===== src/rtl/cic_frame_ctrl.sv =====
// Frame controller around a CIC decimator: clears it, feeds a fixed-length window, and forwards the settled outputs.
// Optional watchdog on the CIC output strobe is enabled by defining CIC_FRAME_CTRL_TIMEOUT_EN.
module cic_frame_ctrl #(
   parameter int DATA_W    = 24,
   parameter int CIC_OUT_W = 44,
   parameter int R         = 10,
   parameter int N_IN      = 2000,
   parameter int SETTLE    = 5,
   parameter int CLR_CYC   = 4,
   parameter int TMO       = 40
) (
   input  logic                        clk,
   input  logic                        rst_n,
   input  logic                        trig_i,
   input  logic signed [DATA_W-1:0]    adc_data_i,
   output logic                        cic_rst_o,
   output logic signed [DATA_W-1:0]    cic_xin_o,
   input  logic [CIC_OUT_W-1:0]        cic_yout_i,
   input  logic                        cic_rdy_i,
   output logic                        out_valid_o,
   output logic [CIC_OUT_W-1:0]        out_data_o,
   output logic                        out_sop_o,
   output logic                        out_eop_o,
   output logic                        busy_o,
   output logic                        overrun_o,
   output logic                        err_o
);

   localparam int OUT_LEN = N_IN / R;
   localparam int RDY_MAX = SETTLE + OUT_LEN;
   localparam int CLR_W   = $clog2(CLR_CYC + 1);
   localparam int FEED_W  = $clog2(N_IN + 1);
   localparam int RDY_W   = $clog2(RDY_MAX + 1);

   typedef enum logic [1:0] {IDLE, CLEAR, FEED, FLUSH} state_t;

   state_t             state_reg;
   logic [CLR_W-1:0]   clr_cnt_reg;
   logic [FEED_W-1:0]  feed_cnt_reg;
   logic [RDY_W-1:0]   rdy_cnt_reg;
   logic               start_ok;
   logic               wd_fire;

   // A trigger landing on the eop cycle chains straight into the next frame.
   assign start_ok = trig_i && ((state_reg == IDLE) || out_eop_o);

`ifdef CIC_FRAME_CTRL_TIMEOUT_EN
   localparam int WD_W = $clog2(TMO + 1);
   logic [WD_W-1:0] wd_cnt_reg;
   logic            frame_run;

   assign frame_run = ((state_reg == FEED) || (state_reg == FLUSH)) && !out_eop_o;
   assign wd_fire   = frame_run && !cic_rdy_i && (wd_cnt_reg == WD_W'(TMO - 1));

   // wd_cnt_reg holds the number of cycles since the last strobe (or since the end of CLEAR).
   always_ff @(posedge clk or negedge rst_n) begin
      if (!rst_n) begin
         wd_cnt_reg <= '0;
         err_o      <= 1'b0;
      end else begin
         err_o <= wd_fire;
         if (state_reg == CLEAR) begin
            wd_cnt_reg <= WD_W'(1);
         end else if (frame_run) begin
            if (cic_rdy_i)
               wd_cnt_reg <= WD_W'(1);
            else if (!wd_fire)
               wd_cnt_reg <= wd_cnt_reg + WD_W'(1);
         end
      end
   end
`else
   assign wd_fire = 1'b0;
   assign err_o   = 1'b0;
`endif

   always_ff @(posedge clk or negedge rst_n) begin
      if (!rst_n) begin
         state_reg    <= IDLE;
         clr_cnt_reg  <= '0;
         feed_cnt_reg <= '0;
         rdy_cnt_reg  <= '0;
         cic_rst_o    <= 1'b1;
         cic_xin_o    <= '0;
         out_valid_o  <= 1'b0;
         out_data_o   <= '0;
         out_sop_o    <= 1'b0;
         out_eop_o    <= 1'b0;
         busy_o       <= 1'b0;
         overrun_o    <= 1'b0;
      end else begin
         out_valid_o <= 1'b0;
         out_sop_o   <= 1'b0;
         out_eop_o   <= 1'b0;
         overrun_o   <= trig_i && !start_ok && (state_reg != IDLE);
         if (start_ok) begin
            state_reg    <= CLEAR;
            clr_cnt_reg  <= '0;
            feed_cnt_reg <= '0;
            rdy_cnt_reg  <= '0;
            cic_rst_o    <= 1'b1;
            cic_xin_o    <= '0;
            busy_o       <= 1'b1;
         end else begin
            case (state_reg)
               IDLE: begin
                  cic_rst_o <= 1'b0;
                  cic_xin_o <= '0;
                  busy_o    <= 1'b0;
               end
               CLEAR: begin
                  if (clr_cnt_reg == CLR_W'(CLR_CYC - 1)) begin
                     state_reg <= FEED;
                     cic_rst_o <= 1'b0;
                     cic_xin_o <= adc_data_i;
                  end else begin
                     clr_cnt_reg <= clr_cnt_reg + CLR_W'(1);
                  end
               end
               default: begin
                  if (out_eop_o || wd_fire) begin
                     state_reg <= IDLE;
                     cic_xin_o <= '0;
                     busy_o    <= 1'b0;
                  end else begin
                     if (cic_rdy_i) begin
                        if (rdy_cnt_reg >= RDY_W'(SETTLE)) begin
                           out_valid_o <= 1'b1;
                           out_data_o  <= cic_yout_i;
                           out_sop_o   <= (rdy_cnt_reg == RDY_W'(SETTLE));
                           out_eop_o   <= (rdy_cnt_reg == RDY_W'(RDY_MAX - 1));
                        end
                        rdy_cnt_reg <= rdy_cnt_reg + RDY_W'(1);
                     end
                     // FLUSH keeps the decimator input at zero until the last output arrives.
                     if (state_reg == FEED) begin
                        if (feed_cnt_reg == FEED_W'(N_IN - 1)) begin
                           state_reg <= FLUSH;
                           cic_xin_o <= '0;
                        end else begin
                           feed_cnt_reg <= feed_cnt_reg + FEED_W'(1);
                           cic_xin_o    <= adc_data_i;
                        end
                     end
                  end
               end
            endcase
         end
      end
   end

endmodule

===== config.mk =====
export PLATFORM = sky130hd
export DESIGN_NAME = cic_frame_ctrl
export DESIGN_NICKNAME = d
export VERILOG_FILES = /design/src/rtl/cic_frame_ctrl.sv
export SDC_FILE = /design/constraint.sdc
export NUM_CORES = 1
export LEC_CHECK = 0
export ABC_AREA = 1
export BUFFER_PORTS_ARGS = -buffer_cell sky130_fd_sc_hd__buf_2
export CORE_UTILIZATION = 50
export CTS_CLUSTER_DIAMETER = 200
export DETAILED_ROUTE_END_ITERATION = 16
export PLACE_DENSITY = 0.87
export SLEW_MARGIN = 20
export SYNTH_ARGS = -nofsm -noshare
export SYNTH_HDL_FRONTEND = slang
export SYNTH_SLANG_ARGS = --single-unit

===== constraint.sdc =====
create_clock -name clk -period 2.9 [get_ports clk]
set_clock_uncertainty 0.1 [all_clocks]
set_input_delay 0.435 -clock clk [delete_from_list [all_inputs] [get_ports clk]]
set_output_delay 0.435 -clock clk [all_outputs]
set_load 0.03 [all_outputs]

==> metrics.cfg, run 1 <==
[timing]
min_period_ps = 2260
maxSlewViolCount = 0
hold_slack_ps = -5.32
rsz0062_at_grt = false
finalHoldViolCount = 7
post-route-period-util_pct = 77.9
fin_tns_setup_ps = 0
max_freq_mhz = 443
setup_violations = 0
maxSlewHeadroom_pct = 49.9
tightest_slew_ps = 749

[setup_path]
r2r_slack_ps = 640
critPathSlowestCell = inv_4
reg2reg_to = out_data_o[43]
criticalPathCategory = flop to flop
arrival_ps = 2460
crit_family = simple AND/OR/NAND/NOR gates
end_kind = flop
cp_cell_sequence = inv_1 > ha_1 > nor2_2 > nand3_2 > inv_2 > nand2_4 > inv_4 > nand2_1 > nand2_1
start_kind = flop
cp.required_ps = 3100
r2r-start = state_reg[0]
crit_top_cell = nand2_1
worst-path-buf-inv = 3
crit_fanout = 46
reg2regPathDepth = 9
slowest_delay_ps = 450

[layout]
layout.nets = 743
drive_above_1_share_pct = 29.8
antenna_cells = 0
fillers = 710
fin_area_um2 = 5470
largest_register_ffs = 44
area_growth_pct = 21.7

[logic_synthesis]
synth.cell_area_um2 = 4500
synth_top_area_share_pct = 54.0
ys_ff_latch = 98
synth_nets = 601
yosysUniqueCellTypes = 32
yosys.area.top_type = dfrtp_1
synth_seq_area_share_pct = 54.5
synthesis.instances = 519
synth.area.top_cells = dfrtp_1 (54%), nand2_1 (19%), nand3_1 (3.6%)
syn_area_per_cell_um2 = 8.67
yosys_warnings = 0

[global_route]
grt_pass1_vias = 3859
grt_start_max_net_pins = 52
groute.usage.overall_pct = 23.1
overflow = 0
grt_pass1_wl_um = 17600
antenna_found_initial = 0

[route]
drt_iter0_markers = 207
routed_via_density = 5.09
drc = 0
vias = 3935
ant_nets = 0
wirelength_um = 10400
firstDrtPassIters = 5
wl_per_cell_um = 13.5

[die]
fp.dieW_um = 96.8
die_h_um = 96.8
dieArea_um2 = 9380
core_area_um2 = 8720
start_util_pct = 51.6
ios = 147
rows = 34

[clock_network]
cts.clk_slew.worst_paths_ps = 90
post_cts_buffers = 0
htreeDepth = 3
postCtsHoldBufs = 0
cts_tree = yes
cts_resized = 0
numCtsBuffers = 9
cts.sinks = 98
cts_buffer_depth = 2
cts-root-buf = clkbuf_8
worstSkewPairLatency_ps = 370

[run_status]
outcome = finished, violations left
violations = hold timing

[placement]
post_dp_cell_area_um2 = 5250
hpwl_um = 7340
routabilityCongestion = 0.896
portBuffers = 145

[power_and_ir_drop]
vdd.ir_drop.worst_mv = 0.616
internal_power_mw = 3.45
p_switching_mw = 3.39
seqPwrFrac_pct = 33.9
switching_share_pct = 49.5
comb_power_share_pct = 51.5
p_clk_share_pct = 14.6
p_leak_nw = 3.11
powerDensity_nw_per_um2 = 1250

[min_path]
hp-class = primary input to asynchronous set/reset pin

[run]
cap_violations = 0

[through the flow]
step | worst slack (ps) | hold slack (ps) | utilization [%] | instances | power [mW]
6_report | 642 | -5.32 | 62.8 | 773 | 6.84
3_5_place_dp | 639 | 359 | 60.2 | 758 | 5.86
5_1_grt | 416 | 34.4 | 62.8 | 773 | 7.34
4_1_cts | 616 | 5.95 | 62.8 | 773 | 6.87
3_3_place_gp | 765 | 356 | 60.2 | 758 | 5.69
2_1_floorplan | 1250 | 39.4 | - | 519 | 5.01
[logic make-up (layout without fill, tap and decap cells)]
group	Yosys count	in the layout	share of synthesized area, %
xor gates and xnor gates	4	4	0.779
adders and majority gates	10	10	2.78
DFF	98	98	54.5
buffers and inverters	51	197	6.12
and+or+nand+nor	327	327	32.2
AOI/OAI and AO/OA	28	28	3.53
other	1	1	0.0834
[routing by layer]
layer  part of all wire (%)  wire (µm)  GRT usage (%)  up-vias
li1                       -          -              -     1917
met1                     43       4480           29.3     1851
met2                     50       5220           39.7      156
met3                    6.0        626           4.41       11
met4                   0.83         86           7.46        0
met5                      0          0              0        -
[worst max path at each step]
stage                  from              to  slack, ps  depth (start not counted)
2_1_floorplan  state_reg[0]   cic_xin_o[10]       1250                         10
6_report       state_reg[0]  out_data_o[43]        640                          9
5_1_grt        state_reg[0]  out_data_o[26]        420                          9
3_3_place_gp   state_reg[0]  out_data_o[19]        770                          9
4_1_cts        state_reg[0]   out_data_o[8]        620                          9
3_5_place_dp   state_reg[0]  out_data_o[34]        640                          9
[synthesized netlist by cell type]
library cell,n
a21o_1,1
a21oi_1,7
a21oi_4,1
and3_1,1
buf_2,2
buf_4,9
buf_6,6
conb_1,1
dfrtp_1,97
dfstp_2,1
ha_1,10
inv_1,28
inv_2,5
inv_4,1
nand2_1,232
nand2_2,7
nand2_4,1
nand3_1,32
nand3_2,11
nand4_1,12
nand4_2,1
nor2_1,16
nor2_2,4
nor2_4,3
nor3_1,5
nor4_1,1
o21ai_0,14
o21ai_1,2
o21bai_1,1
o22ai_1,2
or2_1,1
xor2_1,4
[power groups by stage]
stage | combinational, mW | clock, mW | sequential, mW
after floorplan | 1.80 | 0 | 3.21
after global placement | 3.37 | 0 | 2.31
after detailed placement | 3.54 | 0 | 2.32
after CTS | 3.54 | 1.01 | 2.31
after global routing | 3.89 | 1.07 | 2.38
final | 3.52 | 1.00 | 2.32
[layout by cell type (no fill, tap or decap), types with 3 or more instances in the layout]
cell type | Yosys | routed
nand2_2 | 7 | 7
nor2_4 | 3 | 3
buf_2 | 2 | 144
nor3_1 | 5 | 5
xor2_1 | 4 | 4
dfrtp_1 | 97 | 97
ha_1 | 10 | 10
a21oi_1 | 7 | 7
buf_4 | 9 | 3
o21ai_0 | 14 | 14
nand3_1 | 32 | 32
inv_2 | 5 | 5
nand4_1 | 12 | 12
nand2_1 | 232 | 232
clkbuf_8 | 0 | 10
inv_1 | 28 | 28
nor2_2 | 4 | 4
nand3_2 | 11 | 11
nor2_1 | 16 | 16
[cell type report]
| cell class | count | area, µm² | share of cell area [%] |
|---|---|---|---|
| sequential | 98 | 2450 | 44.8 |
| multi-input combinational | 370 | 1770 | 32.3 |
| clock inverter | 5 | 85.1 | 1.55 |
| timing repair buffer | 148 | 763 | 13.9 |
| inverter | 34 | 130 | 2.38 |
| clock buffer | 10 | 138 | 2.51 |
| tap | 108 | 135 | 2.47 |
No activity file was read; power rests on OpenSTA's default activity.
==> run 2, diff against run 1 <==
ABC_AREA = 0   (was 1)
CORE_UTILIZATION = 45   (was 50)
PLACE_DENSITY = 0.84   (was 0.87)
clock period = 1.95 ns   (was 2.9 ns; I/O delays follow)
==> run 2 against run 1 <==
Final area grew 10%. Largest cell class unchanged. Power grew 39%. The flow finishes with violations (setup timing). Synthesized area shrank 4.6%. Sequential power grew 38%.
==> metrics.cfg, run 2 <==
[run_status]
outcome = finished, violations left
violations = setup timing

[logic_synthesis]
synth_top_area_share_pct = 56.5
synth_most_common_cell = dfrtp_1
synthesis.instances = 320
synth.area.top_cells = dfrtp_1 (57%), mux2_4 (10%), a22o_1 (5.3%)
ys_ff_latch = 98
synth_seq_area_share_pct = 57.2
synth_nets = 402
yosys.area.top_type = dfrtp_1
async_flop_share_pct = 100
synth.cell_area_um2 = 4290
synth_edf_count = 0
synth-main-ff-cell = dfrtp_1
synthTopCellsByCount = dfrtp_1 (97), mux2_4 (30), a22o_1 (26)
syn_area_per_cell_um2 = 13.4
yosys_warnings = 0
yosysUniqueCellTypes = 50

[clock_network]
numCtsBuffers = 9
cts_tree = yes
htreeDepth = 3
cts.sinks = 98
cts-root-buf = clkbuf_8
worstSkewPairLatency_ps = 360
cts_buffer_depth = 2
cts.clk_slew.worst_paths_ps = 100

[route]
drt_iter0_markers = 142
routed_via_density = 5.17
ant_nets = 0
wirelength_um = 10800
vias = 3327
wl_per_cell_um = 16.7
drc = 0
firstDrtPassIters = 4

[setup_path]
cp_cell_sequence = inv_2 > ha_4 > or4b_4 > a21oi_4 > buf_6 > clkbuf_16 > mux2_4
critPathSlowestCell = or4b_4
start_kind = flop
slowest_delay_ps = 500
cp.required_ps = 2100
crit_fanout = 8
criticalPathCategory = flop to flop
arrival_ps = 2370
end_kind = flop

[global_route]
grt_pass1_wl_um = 16000
groute.usage.overall_pct = 20.5
overflow = 0
antenna_found_initial = 0
grt_pass1_vias = 3308
grt_start_max_net_pins = 54

[timing]
max_freq_mhz = 450
min_period_ps = 2220
maxSlewHeadroom_pct = 57.3
maxSlewViolCount = 0
post-route-period-util_pct = 114
setup_ws_ps = -271
tightest_slew_ps = 639
setup_violations = 80
hold_slack_ps = 47.9
rsz0062_at_grt = true
fin_tns_setup_ps = -16630
finalHoldViolCount = 0

[layout]
antenna_cells = 0
layout.nets = 592
seq_area_um2 = 2450
multi_input_area_um2 = 1940
fillers = 643
drive_above_1_share_pct = 55.0
area_growth_pct = 40.5
layout_commonest_cell = buf_2
final_cell_mix = buf_2 (144), dfrtp_1 (97), mux2_4 (40), buf_4 (36), a22o_1 (26)
largest_register_ffs = 44
finish.utilization_pct = 65.3
fin_area_um2 = 6030

[power_and_ir_drop]
powerDensity_nw_per_um2 = 1580
total_power_mw = 9.53
vdd.ir_drop.worst_mv = 0.565
p_leak_nw = 3.06

[placement]
post_dp_cell_area_um2 = 5430
hpwl_um = 7360
portBuffers = 145
routabilityCongestion = 0.902

[die]
rows = 35
start_util_pct = 46.5
ios = 147
core_area_um2 = 9240
die_h_um = 99.7
dieArea_um2 = 9930
fp.dieW_um = 99.7

[run]
cap_violations = 0

[min_path]
hp-class = primary input to flop

run 2: cell types whose count changed after synthesis, moves of 7 or more:
cell / change
nand2_1: -221
mux2_1: +8
nor2_1: +7
nand3_2: -11
nand2_2: -7
a22o_1: +26
mux2_2: +7
xnor2_1: +8
nand3_1: -26
inv_1: -16
mux2_4: +30
buf_4: -8
o21ai_0: -8
run 2: cell type report:
type / count / area share (%)
Timing Repair Buffer: 194 / 20.1
Inverter: 12 / 0.747
Multi-Input combinational cell: 195 / 32.1
Clock buffer: 11 / 2.51
Sequential cell: 98 / 40.7
Tap cell: 129 / 2.68
Clock inverter: 5 / 1.12
run 2: worst max-delay path: cells and delay by family, from the launching register on:
kind	cells	cell delay, ps
simple gates	1	500
flops	1	440
buf+inv	3	390
mux	1	300
compound gates	1	190
fa+ha+maj	1	170
run 2: where the power goes:
group	leakage (nW)	internal (mW)	switching [mW]	total (mW)
Combinational	1.71	2.07	2.83	4.90
Clock	0.112	0.684	0.725	1.41
Sequential	1.24	2.78	0.433	3.21
Total	3.06	5.54	3.99	9.53
run 2: worst paths after layout:
kind,depth (start not counted),slack (ps),end,from
max in group asynchronous,3,830,cic_rst_o,rst_n
worst min register to register,2,370,cic_rst_o,cic_rst_o
min in group asynchronous,2,270,cic_xin_o[7],rst_n
worst min-delay path,2,50,cic_xin_o[19],adc_data_i[19]
worst max register to register,7,-270,out_data_o[7],state_reg[0]
worst max-delay path,7,-270,out_data_o[7],state_reg[0]
run 2: timing repair:
action / CTS / global route
endpoints found under the setup margin: 81 / 85
hold buffers: 1 / 0
pin swaps: 5 / 7
gates resized for setup: 23 / 27
buffers inserted: 4 / 3
endpoints found under the hold margin: 24 / 0
cloned: 1 / 3
run 2: kinds of logic (layout without fill, tap and decap cells):
group / count (synthesis) / count (layout) / share of synthesized area, %
other: 1 / 1 / 0.0874
and+or+nand+nor: 74 / 74 / 9.44
buffers and inverters: 27 / 222 / 3.47
DFF: 98 / 98 / 57.2
AOI/OAI and AO/OA: 52 / 52 / 9.82
xor gates and xnor gates: 12 / 12 / 2.45
muxes: 46 / 46 / 14.7
adders and majority gates: 10 / 10 / 2.91
run 2: per-stage QoR:
step,instances,setup WS [ps]
after floorplan,320,-198
after detailed placement,616,-488
after global placement,616,-304
after global routing,644,-336
after CTS,638,-251
final,644,-271
run 2: per-layer routing:
layer  vias to the layer above  global-route usage (%)  share of wire, %
met5                         -                       0                 0
met4                         0                    7.58               1.8
met3                        25                    4.01               3.9
met2                       118                    35.3                53
met1                      1663                    25.5                41
li1                       1521                       -                 -
==> run 3, diff against run 2 <==
CORE_UTILIZATION = 50   (was 45)
PLACE_DENSITY = 0.88   (was 0.84)
clock period = 2.59 ns   (was 1.95 ns; I/O delays follow)
==> run 3 against run 2 <==
The flow now finishes without violations. Cell count is 9.9% lower. Die area shrank 9.8%. Clock power decreased by 28%. Power fell by 31%. Via count shrank 6.3%. Largest cell class unchanged. Highest routed layer unchanged.
==> metrics.cfg, run 3 (synthesis results as in run 2) <==
[power_and_ir_drop]
powerDensity_nw_per_um2 = 1230
vdd.ir_drop.worst_mv = 0.620
p_leak_nw = 2.68
total_power_mw = 6.60

[clock_network]
cts-root-buf = clkbuf_8
cts_buffer_depth = 2
worstSkewPairLatency_ps = 360
numCtsBuffers = 9
cts_tree = yes
cts.sinks = 98
post_cts_buffers = 0
cts.clk_slew.worst_paths_ps = 100
htreeDepth = 3

[placement]
place_ws_ps = 115
portBuffers = 145
routabilityCongestion = 0.885
dp.cells = 563
hpwl_um = 6770

[layout]
layout_commonest_cell = buf_2
largest_register_ffs = 44
multi_input_area_um2 = 1700
area_growth_pct = 24.9
final_cell_mix = buf_2 (144), dfrtp_1 (97), mux2_4 (30), a22o_1 (26), nor2_1 (23)
seq_area_um2 = 2450
fillers = 629
final_cells = 580
finish.utilization_pct = 65.0
layout.nets = 552
antenna_cells = 0
drive_above_1_share_pct = 45.1

[global_route]
antenna_found_initial = 0
grt_start_max_net_pins = 54
grt_pass1_vias = 3055
groute.usage.overall_pct = 21.0
overflow = 0
grt_pass1_wl_um = 14400

[setup_path]
slowest_delay_ps = 560
start_kind = flop
critPathSlowestCell = or4b_4
end_kind = flop
cp_cell_sequence = inv_1 > ha_1 > or4b_4 > a21oi_4 > buf_12 > mux2_2
cp.required_ps = 2730
criticalPathCategory = flop to flop
crit_fanout = 36
arrival_ps = 2510

[timing]
post-route-period-util_pct = 91.5
max_freq_mhz = 422
maxSlewViolCount = 0
min_period_ps = 2370
tightest_slew_ps = 674
finalHoldViolCount = 0
maxSlewHeadroom_pct = 55.1
setup_violations = 0
rsz0062_at_grt = false
setup_ws_ps = 221
fin_tns_setup_ps = 0

[min_path]
hp-class = primary input to flop

[route]
routed_via_density = 5.38
ant_nets = 0
wl_per_cell_um = 16.1
vias = 3119
drt_iter0_markers = 196
wirelength_um = 9320
drc = 0
firstDrtPassIters = 4

[die]
start_util_pct = 52.0
die_h_um = 94.7
dieArea_um2 = 8960
fp.dieW_um = 94.7
core_area_um2 = 8260
rows = 33
ios = 147

[run_status]
outcome = finished clean

[run]
cap_violations = 0

run 3: changes by cell type in the layout (fill, tap and decap cells not counted), moves of 5 or more:
cell / delta
buf_4: -29
mux2_4: -10
buf_6: -6
mux2_1: +6
nor3_4: -5
run 3: path summary, 6_finish.rpt:
path,start,endpoint,slack [ps],depth (start not counted)
setup / recovery,state_reg[1],out_data_o[27],220,6
hold / removal,cic_yout_i[20],out_data_o[20],140,2
setup reg to reg,state_reg[1],out_data_o[27],220,6
hold reg to reg,cic_rst_o,cic_rst_o,370,2
max in group asynchronous,rst_n,out_data_o[1],1200,3
min in group asynchronous,rst_n,out_data_o[12],500,2
run 3: area by class of cell:
| cell class | instances | share of cell area [%] |
|---|---|---|
| sequential | 98 | 45.7 |
| multi-input combinational | 195 | 31.7 |
| timing repair buffer | 154 | 15.3 |
| tap | 105 | 2.45 |
| clock buffer | 10 | 2.38 |
| clock inverter | 6 | 1.52 |
| inverter | 12 | 0.840 |
run 3: timing repair:
action | CTS | global route
endpoints found under the hold margin | 51 | 0
endpoints found under the setup margin | 0 | 24
gates resized for setup | 0 | 1
hold buffers | 1 | 0
run 3: stage by stage:
step                hold WS, ps  area, µm²
floorplan                 -7.09       4290
global placement            349       5140
detailed placement          357       5140
CTS                         118       5360
global route                115       5360
finish                      136       5360
run 3: power by group:
group          total (mW)  internal [mW]  leakage [nW]  switching (mW)
combinational        3.16           1.22          1.34            1.94
sequential           2.43           2.09          1.24           0.334
clock                1.02          0.467         0.105           0.548
total                6.60           3.78          2.68            2.82
run 3: per-layer routing:
| metal | part of all wire [%] | vias up | track usage (%) |
|---|---|---|---|
| li1 | - | 1441 | - |
| met1 | 41 | 1554 | 26.3 |
| met2 | 53 | 109 | 36.2 |
| met3 | 4.3 | 15 | 4.91 |
| met4 | 1.7 | 0 | 6.06 |
| met5 | 0 | - | 0 |
run 3: critical path, delay by kind of cell (launching register included):
kind / cells / cell delay, ps
AND/OR/NAND/NOR: 1 / 560
flip-flops: 1 / 380
multiplexers: 1 / 380
buffers and inverters: 2 / 340
adder cells (fa/ha/maj): 1 / 280
AO/OA/AOI/OAI: 1 / 170
